<file path="config.mk">
export PLATFORM = sky130hd
export DESIGN_NAME = dfr_sequencer
export DESIGN_NICKNAME = d
export VERILOG_FILES = /design/src/rtl/dfr_sequencer.sv
export SDC_FILE = /design/constraint.sdc
export NUM_CORES = 1
export LEC_CHECK = 0
export BUFFER_PORTS_ARGS = -buffer_cell sky130_fd_sc_hd__buf_2
export CORE_MARGIN = 8
export CORE_UTILIZATION = 28
export CTS_CLUSTER_SIZE = 20
export DETAILED_ROUTE_END_ITERATION = 10
export PLACE_DENSITY_LB_ADDON = 0.08
export SYNTH_ARGS = -nofsm -noshare
export SYNTH_HDL_FRONTEND = slang
export SYNTH_SLANG_ARGS = --single-unit
</file>
<file path="constraint.sdc">
create_clock -name clk -period 6.63 [get_ports clk]
set_clock_uncertainty 0.05 [all_clocks]
set_input_delay 0.9945 -clock clk [delete_from_list [all_inputs] [get_ports clk]]
set_output_delay 0.9945 -clock clk [all_outputs]
set_load 0.01 [all_outputs]
</file>
<file path="src/rtl/dfr_sequencer.sv">
// -----------------------------------------------------------------------------
// dfr_sequencer
//
// Multi-sample sequencer for the DFR core. For each input sample it runs the
// reservoir engine and then, outside the warm-up window, the output matrix
// multiply engine. A per-stage watchdog catches stuck engines and parks the
// sequencer in ERROR with a sticky flag; abort returns it to IDLE.
//
// Ports:
//   clk, rst                 clock, asynchronous active-high reset
//   start                    begin a run (accepted in IDLE, DONE or ERROR)
//   abort                    cancel the current run (wins over start)
//   num_samples              samples to process, latched on accepted start
//   num_init_samples         leading warm-up samples, latched on accepted start
//   reservoir_busy           reservoir engine busy
//   matrix_multiply_busy     matrix-multiply engine busy
//   busy                     run in progress
//   reservoir_start          one-cycle pulse per sample
//   reservoir_en             high while the reservoir stage is active
//   reservoir_history_en     reservoir_en qualified by "not a warm-up sample"
//   matrix_multiply_start    one-cycle pulse per non-warm-up sample
//   sample_idx               0-based index of the current sample
//   dfr_done                 one-cycle pulse on normal completion
//   error                    sticky watchdog flag
//   state_dbg                current state encoding
//
// Every output is a flop. The output flops are loaded from the next-state
// values, so they line up cycle-for-cycle with a Moore decode of the state
// register while leaving no combinational path from any input to any output.
// -----------------------------------------------------------------------------
module dfr_sequencer #(
  parameter int CNT_WIDTH      = 16,
  parameter int TIMEOUT_CYCLES = 4096,
  parameter int TIMEOUT_WIDTH  = 13
) (
  input  logic                 clk,
  input  logic                 rst,
  input  logic                 start,
  input  logic                 abort,
  input  logic [CNT_WIDTH-1:0] num_samples,
  input  logic [CNT_WIDTH-1:0] num_init_samples,
  input  logic                 reservoir_busy,
  input  logic                 matrix_multiply_busy,
  output logic                 busy,
  output logic                 reservoir_start,
  output logic                 reservoir_en,
  output logic                 reservoir_history_en,
  output logic                 matrix_multiply_start,
  output logic [CNT_WIDTH-1:0] sample_idx,
  output logic                 dfr_done,
  output logic                 error,
  output logic [2:0]           state_dbg
);

  localparam logic [2:0] ST_IDLE      = 3'd0;
  localparam logic [2:0] ST_RES_START = 3'd1;
  localparam logic [2:0] ST_RES_WAIT  = 3'd2;
  localparam logic [2:0] ST_MM_START  = 3'd3;
  localparam logic [2:0] ST_MM_WAIT   = 3'd4;
  localparam logic [2:0] ST_NEXT      = 3'd5;
  localparam logic [2:0] ST_DONE      = 3'd6;
  localparam logic [2:0] ST_ERROR     = 3'd7;

  // The watchdog counter is cleared on entry to a wait state, so it holds the
  // number of wait cycles already spent. Reaching WD_LAST with busy still high
  // means the stage has been busy for TIMEOUT_CYCLES wait cycles.
  localparam logic [TIMEOUT_WIDTH-1:0] WD_ZERO = TIMEOUT_WIDTH'(0);
  localparam logic [TIMEOUT_WIDTH-1:0] WD_ONE  = TIMEOUT_WIDTH'(1);
  localparam logic [TIMEOUT_WIDTH-1:0] WD_LAST = TIMEOUT_WIDTH'(TIMEOUT_CYCLES - 1);
  localparam logic [CNT_WIDTH-1:0]     CNT_ZERO = CNT_WIDTH'(0);
  localparam logic [CNT_WIDTH-1:0]     CNT_ONE  = CNT_WIDTH'(1);

  // Control state
  logic [2:0]               state_q, state_d;
  logic [CNT_WIDTH-1:0]     idx_q, idx_d;
  logic [CNT_WIDTH-1:0]     num_q, num_d;
  logic [CNT_WIDTH-1:0]     init_q, init_d;
  logic [TIMEOUT_WIDTH-1:0] wd_q, wd_d;
  logic                     err_q, err_d;
  logic                     start_ok;
  logic                     warm;

  // Registered outputs and their next values
  logic busy_q, busy_d;
  logic res_start_q, res_start_d;
  logic res_en_q, res_en_d;
  logic hist_en_q, hist_en_d;
  logic mm_start_q, mm_start_d;
  logic done_q, done_d;

  // Current sample is in the warm-up window (reservoir only)
  assign warm = (idx_q < init_q);

  // Next-state, counter and latch logic
  always_comb begin
    state_d  = state_q;
    idx_d    = idx_q;
    num_d    = num_q;
    init_d   = init_q;
    wd_d     = wd_q;
    err_d    = err_q;
    start_ok = 1'b0;

    if (abort && (state_q != ST_IDLE)) begin
      state_d = ST_IDLE;
    end else begin
      case (state_q)
        ST_IDLE, ST_DONE, ST_ERROR: begin
          // abort in IDLE does nothing itself but still suppresses start
          if (start && !abort) begin
            start_ok = 1'b1;
            num_d    = num_samples;
            init_d   = num_init_samples;
            idx_d    = CNT_ZERO;
            err_d    = 1'b0;
            if (num_samples == CNT_ZERO) begin
              state_d = ST_DONE;
            end else begin
              state_d = ST_RES_START;
            end
          end else begin
            state_d = state_q;
          end
        end

        ST_RES_START: begin
          state_d = ST_RES_WAIT;
          wd_d    = WD_ZERO;
        end

        ST_RES_WAIT: begin
          // wd_q == 0 is the guard cycle: the engine may not have raised busy yet
          if ((wd_q != WD_ZERO) && !reservoir_busy) begin
            if (warm) begin
              state_d = ST_NEXT;
            end else begin
              state_d = ST_MM_START;
            end
          end else if (wd_q == WD_LAST) begin
            state_d = ST_ERROR;
            err_d   = 1'b1;
          end else begin
            wd_d = wd_q + WD_ONE;
          end
        end

        ST_MM_START: begin
          state_d = ST_MM_WAIT;
          wd_d    = WD_ZERO;
        end

        ST_MM_WAIT: begin
          if ((wd_q != WD_ZERO) && !matrix_multiply_busy) begin
            state_d = ST_NEXT;
          end else if (wd_q == WD_LAST) begin
            state_d = ST_ERROR;
            err_d   = 1'b1;
          end else begin
            wd_d = wd_q + WD_ONE;
          end
        end

        ST_NEXT: begin
          // num_q is at least 1 here, so idx never runs past num_q-1
          if (idx_q == (num_q - CNT_ONE)) begin
            state_d = ST_DONE;
          end else begin
            idx_d   = idx_q + CNT_ONE;
            state_d = ST_RES_START;
          end
        end

        default: begin
          state_d = ST_IDLE;
        end
      endcase
    end
  end

  // Output decode from the next state, captured into the output flops
  always_comb begin
    busy_d      = 1'b0;
    res_start_d = 1'b0;
    res_en_d    = 1'b0;
    hist_en_d   = 1'b0;
    mm_start_d  = 1'b0;
    case (state_d)
      ST_RES_START: begin
        busy_d      = 1'b1;
        res_start_d = 1'b1;
        res_en_d    = 1'b1;
        hist_en_d   = (idx_d >= init_d);
      end
      ST_RES_WAIT: begin
        busy_d    = 1'b1;
        res_en_d  = 1'b1;
        hist_en_d = (idx_d >= init_d);
      end
      ST_MM_START: begin
        busy_d     = 1'b1;
        mm_start_d = 1'b1;
      end
      ST_MM_WAIT, ST_NEXT: begin
        busy_d = 1'b1;
      end
      default: begin
        busy_d = 1'b0;
      end
    endcase
    // A fresh DONE entry: either arriving from another state or a zero-length
    // run restarted while already sitting in DONE.
    done_d = (state_d == ST_DONE) && ((state_q != ST_DONE) || start_ok);
  end

  // State, counters and output flops
  always_ff @(posedge clk or posedge rst) begin
    if (rst) begin
      state_q     <= ST_IDLE;
      idx_q       <= CNT_ZERO;
      num_q       <= CNT_ZERO;
      init_q      <= CNT_ZERO;
      wd_q        <= WD_ZERO;
      err_q       <= 1'b0;
      busy_q      <= 1'b0;
      res_start_q <= 1'b0;
      res_en_q    <= 1'b0;
      hist_en_q   <= 1'b0;
      mm_start_q  <= 1'b0;
      done_q      <= 1'b0;
    end else begin
      state_q     <= state_d;
      idx_q       <= idx_d;
      num_q       <= num_d;
      init_q      <= init_d;
      wd_q        <= wd_d;
      err_q       <= err_d;
      busy_q      <= busy_d;
      res_start_q <= res_start_d;
      res_en_q    <= res_en_d;
      hist_en_q   <= hist_en_d;
      mm_start_q  <= mm_start_d;
      done_q      <= done_d;
    end
  end

  assign busy                  = busy_q;
  assign reservoir_start       = res_start_q;
  assign reservoir_en          = res_en_q;
  assign reservoir_history_en  = hist_en_q;
  assign matrix_multiply_start = mm_start_q;
  assign sample_idx            = idx_q;
  assign dfr_done              = done_q;
  assign error                 = err_q;
  assign state_dbg             = state_q;

endmodule
</file>
==> impl_results.md <==
* Crit path buf inv count at 1
* Setup Fix Bufs, Post-CTS at 0
* DR vias at slightly above 4000
* Worst path arrival time at approximately 6 ns
* Global route total overflow at 0
* Drt total wl at 14200 microns
* CTS hold repair buffers at 0
* Setup TNS at 0 ns
* Crit path max-delay family: simple AND/OR/NAND/NOR gates
* Cell Area, Synth at around 0.0048 sq mm
* Io pins at 64
* Critical path's slowest cell: or4_4
* Setup crit start kind: flip-flop
* Largest net degree at the start of global routing at around 70
* Synth Register Bits at 71
* Residual DRC at 0
* Primary FF master, synth: dfrtp_1
* First-pass GRT wire length at between 20000 and 25000 microns
* Slew @ Worst Pin at 0.936 ns
* Post-Layout Cell Count at between 800 and 900
* # port buffers at 63
* Reg clk slew, reported paths at ~0.060 ns
* Area share of the largest cell type after synthesis at 37.3%
* Storage element area at around 0.0018 sq mm
* TritonCTS clock tree: yes
* Gate power share at a little over two fifths
* Die width at around 150 microns
* Final count of negative-setup-slack endpoints at 0
* Final period utilization at between 80% and 90%
* Post-synth EDFFs at 0
* Most frequent cell after synthesis: dfrtp_1
* Fillers at 1741
* VDD IR max at 153 uV
* Synthesized Nets at slightly above 600
* CTS sink count at 71
* Synthesis-to-finish area growth at 17.4%
* Core area at 0.0166 sq mm
* Initial antenna violation count at 0
* Most instantiated cells after synthesis: 71 x dfrtp_1, 52 x nor2_1, 51 x inv_1, 44 x nand2_1, 41 x a21oi_1
* Ant diodes at 0
* Total power divided by cell area at between 300 and 400 mW/mm^2
* Crit. End Element: flip-flop
* Final Max Slew Viols at 0
* Multi-input combinational cell area at 0.00269 sq mm
* Ys async rst share at between 90% and 100%
* CTS Buf Count at 9
* GR Util All Layers at between 10% and 20%
* Syn. warnings at 0
* Largest cells by area after synthesis: dfrtp_1 37%, ha_1 9.2%, a21oi_1 4.3%, nor2_1 4.1%, inv_1 4.0%
* Hold Vio Cnt, Final at 0
* Root Buffer: clkbuf_16
* Sequential power share at 33.5%
* Fmax at around 180 MHz
* Post-synthesis sequential area ratio at 37.3%
* Routability cong. at around 0.81
* Netlist cell types at 56
* Number of global-route vias before repair at 4074
* Synth Area per Inst at a little under 9 sq um
* Routed Antenna Nets at 0
* Max Cap Viol at 0
* Worst path max stage delay at between 0.5 and 0.6 ns
* Layout cells sized above 1 at around 18%
* Routed WL per cell at ~17 microns
* Clock Path Buffers at 2
* Drt pass-1 iters at 4
* Outcome: finished clean
* Worst skew pair latency at about 0.34 ns
* Initial Util at about 29%
* Die area at 0.0214 sq mm
* CTS-repair resized insts at 0
* Data required, critical path at 6.79 ns
* Placed Cells at a little over 800
* Post-synth top area cell: dfrtp_1
* DRT iter0 DRCs at 265
* Clock power frac at about a quarter
* Cells along the critical path: inv_1 > ha_1 > or3b_1 > nor4_2 > and3_1 > o22ai_1 > or4_4 > or3_1 > and3_2 > mux2i_1 > ha_1 > nand2b_1 > a21o_1 > a21o_1 > a2111oi_0 > o21bai_1 > a21oi_1 > nor3_1 > a2111oi_0 > nor3_2
* RSZ-0062 raised after global routing: false
* Via density at approximately 5.0
* Final-stage net count at 670
* Sw Share at around two fifths
* H-tree Lvls at 3
* Setup CP Type: reg2reg
* Site Rows at 47
* Die H at around 150 microns
* Min Tclk post-route at between 5 and 6 ns
* Int Pwr at approximately 1.3 mW
* Psw at slightly below 0.9 mW
* Critical path fanouts, max at 8
* Dpl hpwl at ~11000 microns
* Hold WC Path Type: reg2reg
* Leakage at 2.62 nW
* Synthesized netlist cell count at 544
* Slew HR at a little under two fifths
==> placed cells by master (no fill, tap or decap), types with 10 or more instances in the layout <==
master / instances
a21oi_1: 40
buf_2: 63
dfrtp_1: 71
ha_1: 35
inv_1: 50
mux2_2: 15
nand2_1: 44
nand3_1: 18
nor2_1: 52
nor3_1: 13
nor4_1: 11
o21ai_0: 21
xnor2_1: 18
xor2_1: 10
==> power groups by stage <==
stage / logic [mW] / registers (mW) / clock network (mW)
final: 0.906 / 0.729 / 0.539
after global routing: 1.05 / 0.754 / 0.572
after CTS: 0.919 / 0.730 / 0.557
after detailed placement: 0.910 / 0.738 / 0
after global placement: 0.909 / 0.733 / 0
after floorplan: 0.714 / 0.676 / 0
==> area by class of cell <==
cell class / count / share of cell area, %
inverters: 51 / 3.42
well taps: 220 / 4.92
flip-flops and latches: 71 / 31.8
multi-input cells: 398 / 48.0
clock inverters: 3 / 1.16
repair buffers: 66 / 6.04
clock buffers: 13 / 4.65
==> cell families (layout without fill, tap and decap cells) <==
family | count (synthesis) | in the layout | synth area share, %
flip-flops | 71 | 71 | 37.3
adder cells (fa/ha/maj) | 35 | 35 | 9.19
AND/OR/NAND/NOR | 196 | 196 | 21.4
AO/OA/AOI/OAI | 122 | 122 | 16.4
buffers and inverters | 75 | 133 | 6.56
multiplexers | 17 | 17 | 3.97
XOR/XNOR | 28 | 28 | 5.15
==> metal layers <==
layer / global-route usage, % / share of wire, % / up-vias
li1: - / - / 2053
met2: 21.4 / 45 / 86
met5: 0 / 0 / -
met4: 5.10 / 1.8 / 0
met3: 2.90 / 3.9 / 17
met1: 17.7 / 49 / 1986
==> stage by stage <==
stage	power (mW)	area, sq um	utilization, %	hold slack (ns)	setup WS, ns
global route	2.37	5590	33.7	0.468	0.493
detailed placement	1.65	5270	31.8	0.449	0.919
CTS	2.21	5590	33.7	0.460	0.916
finish	2.18	5590	33.7	0.452	0.939
global placement	1.64	5270	31.8	0.433	1.10
floorplan	1.39	4760	-	0.425	1.52
==> registers in the layout, summed over array words and instances, names as in the netlist <==
signal,flops
wd_q,13
reservoir_history_en,1
init_q,16
dfr_done,1
error,1
sample_idx,16
busy,1
reservoir_start,1
num_q,16
reservoir_en,1
state_dbg,3
matrix_multiply_start,1
==> final timing paths <==
path	cells after the start	start	endpoint	slack [ns]
worst max-delay path	20	num_q[0]	reservoir_history_en	0.94
worst min-delay path	2	error	error	0.45
worst max register to register	20	num_q[0]	reservoir_history_en	0.94
worst min register to register	2	error	error	0.45
max in group asynchronous	3	rst	sample_idx[12]	5.02
min in group asynchronous	3	rst	num_q[7]	0.89
==> worst register-to-register path: cells and delay by family (launching register included) <==
family | cells | cell delay (ns)
AND/OR/NAND/NOR | 9 | 2.68
AO/OA/AOI/OAI | 7 | 1.67
adder cells (fa/ha/maj) | 2 | 0.49
flip-flops | 1 | 0.41
multiplexers | 1 | 0.20
buffers and inverters | 1 | 0.08
Power figures use the tool's default switching activity.
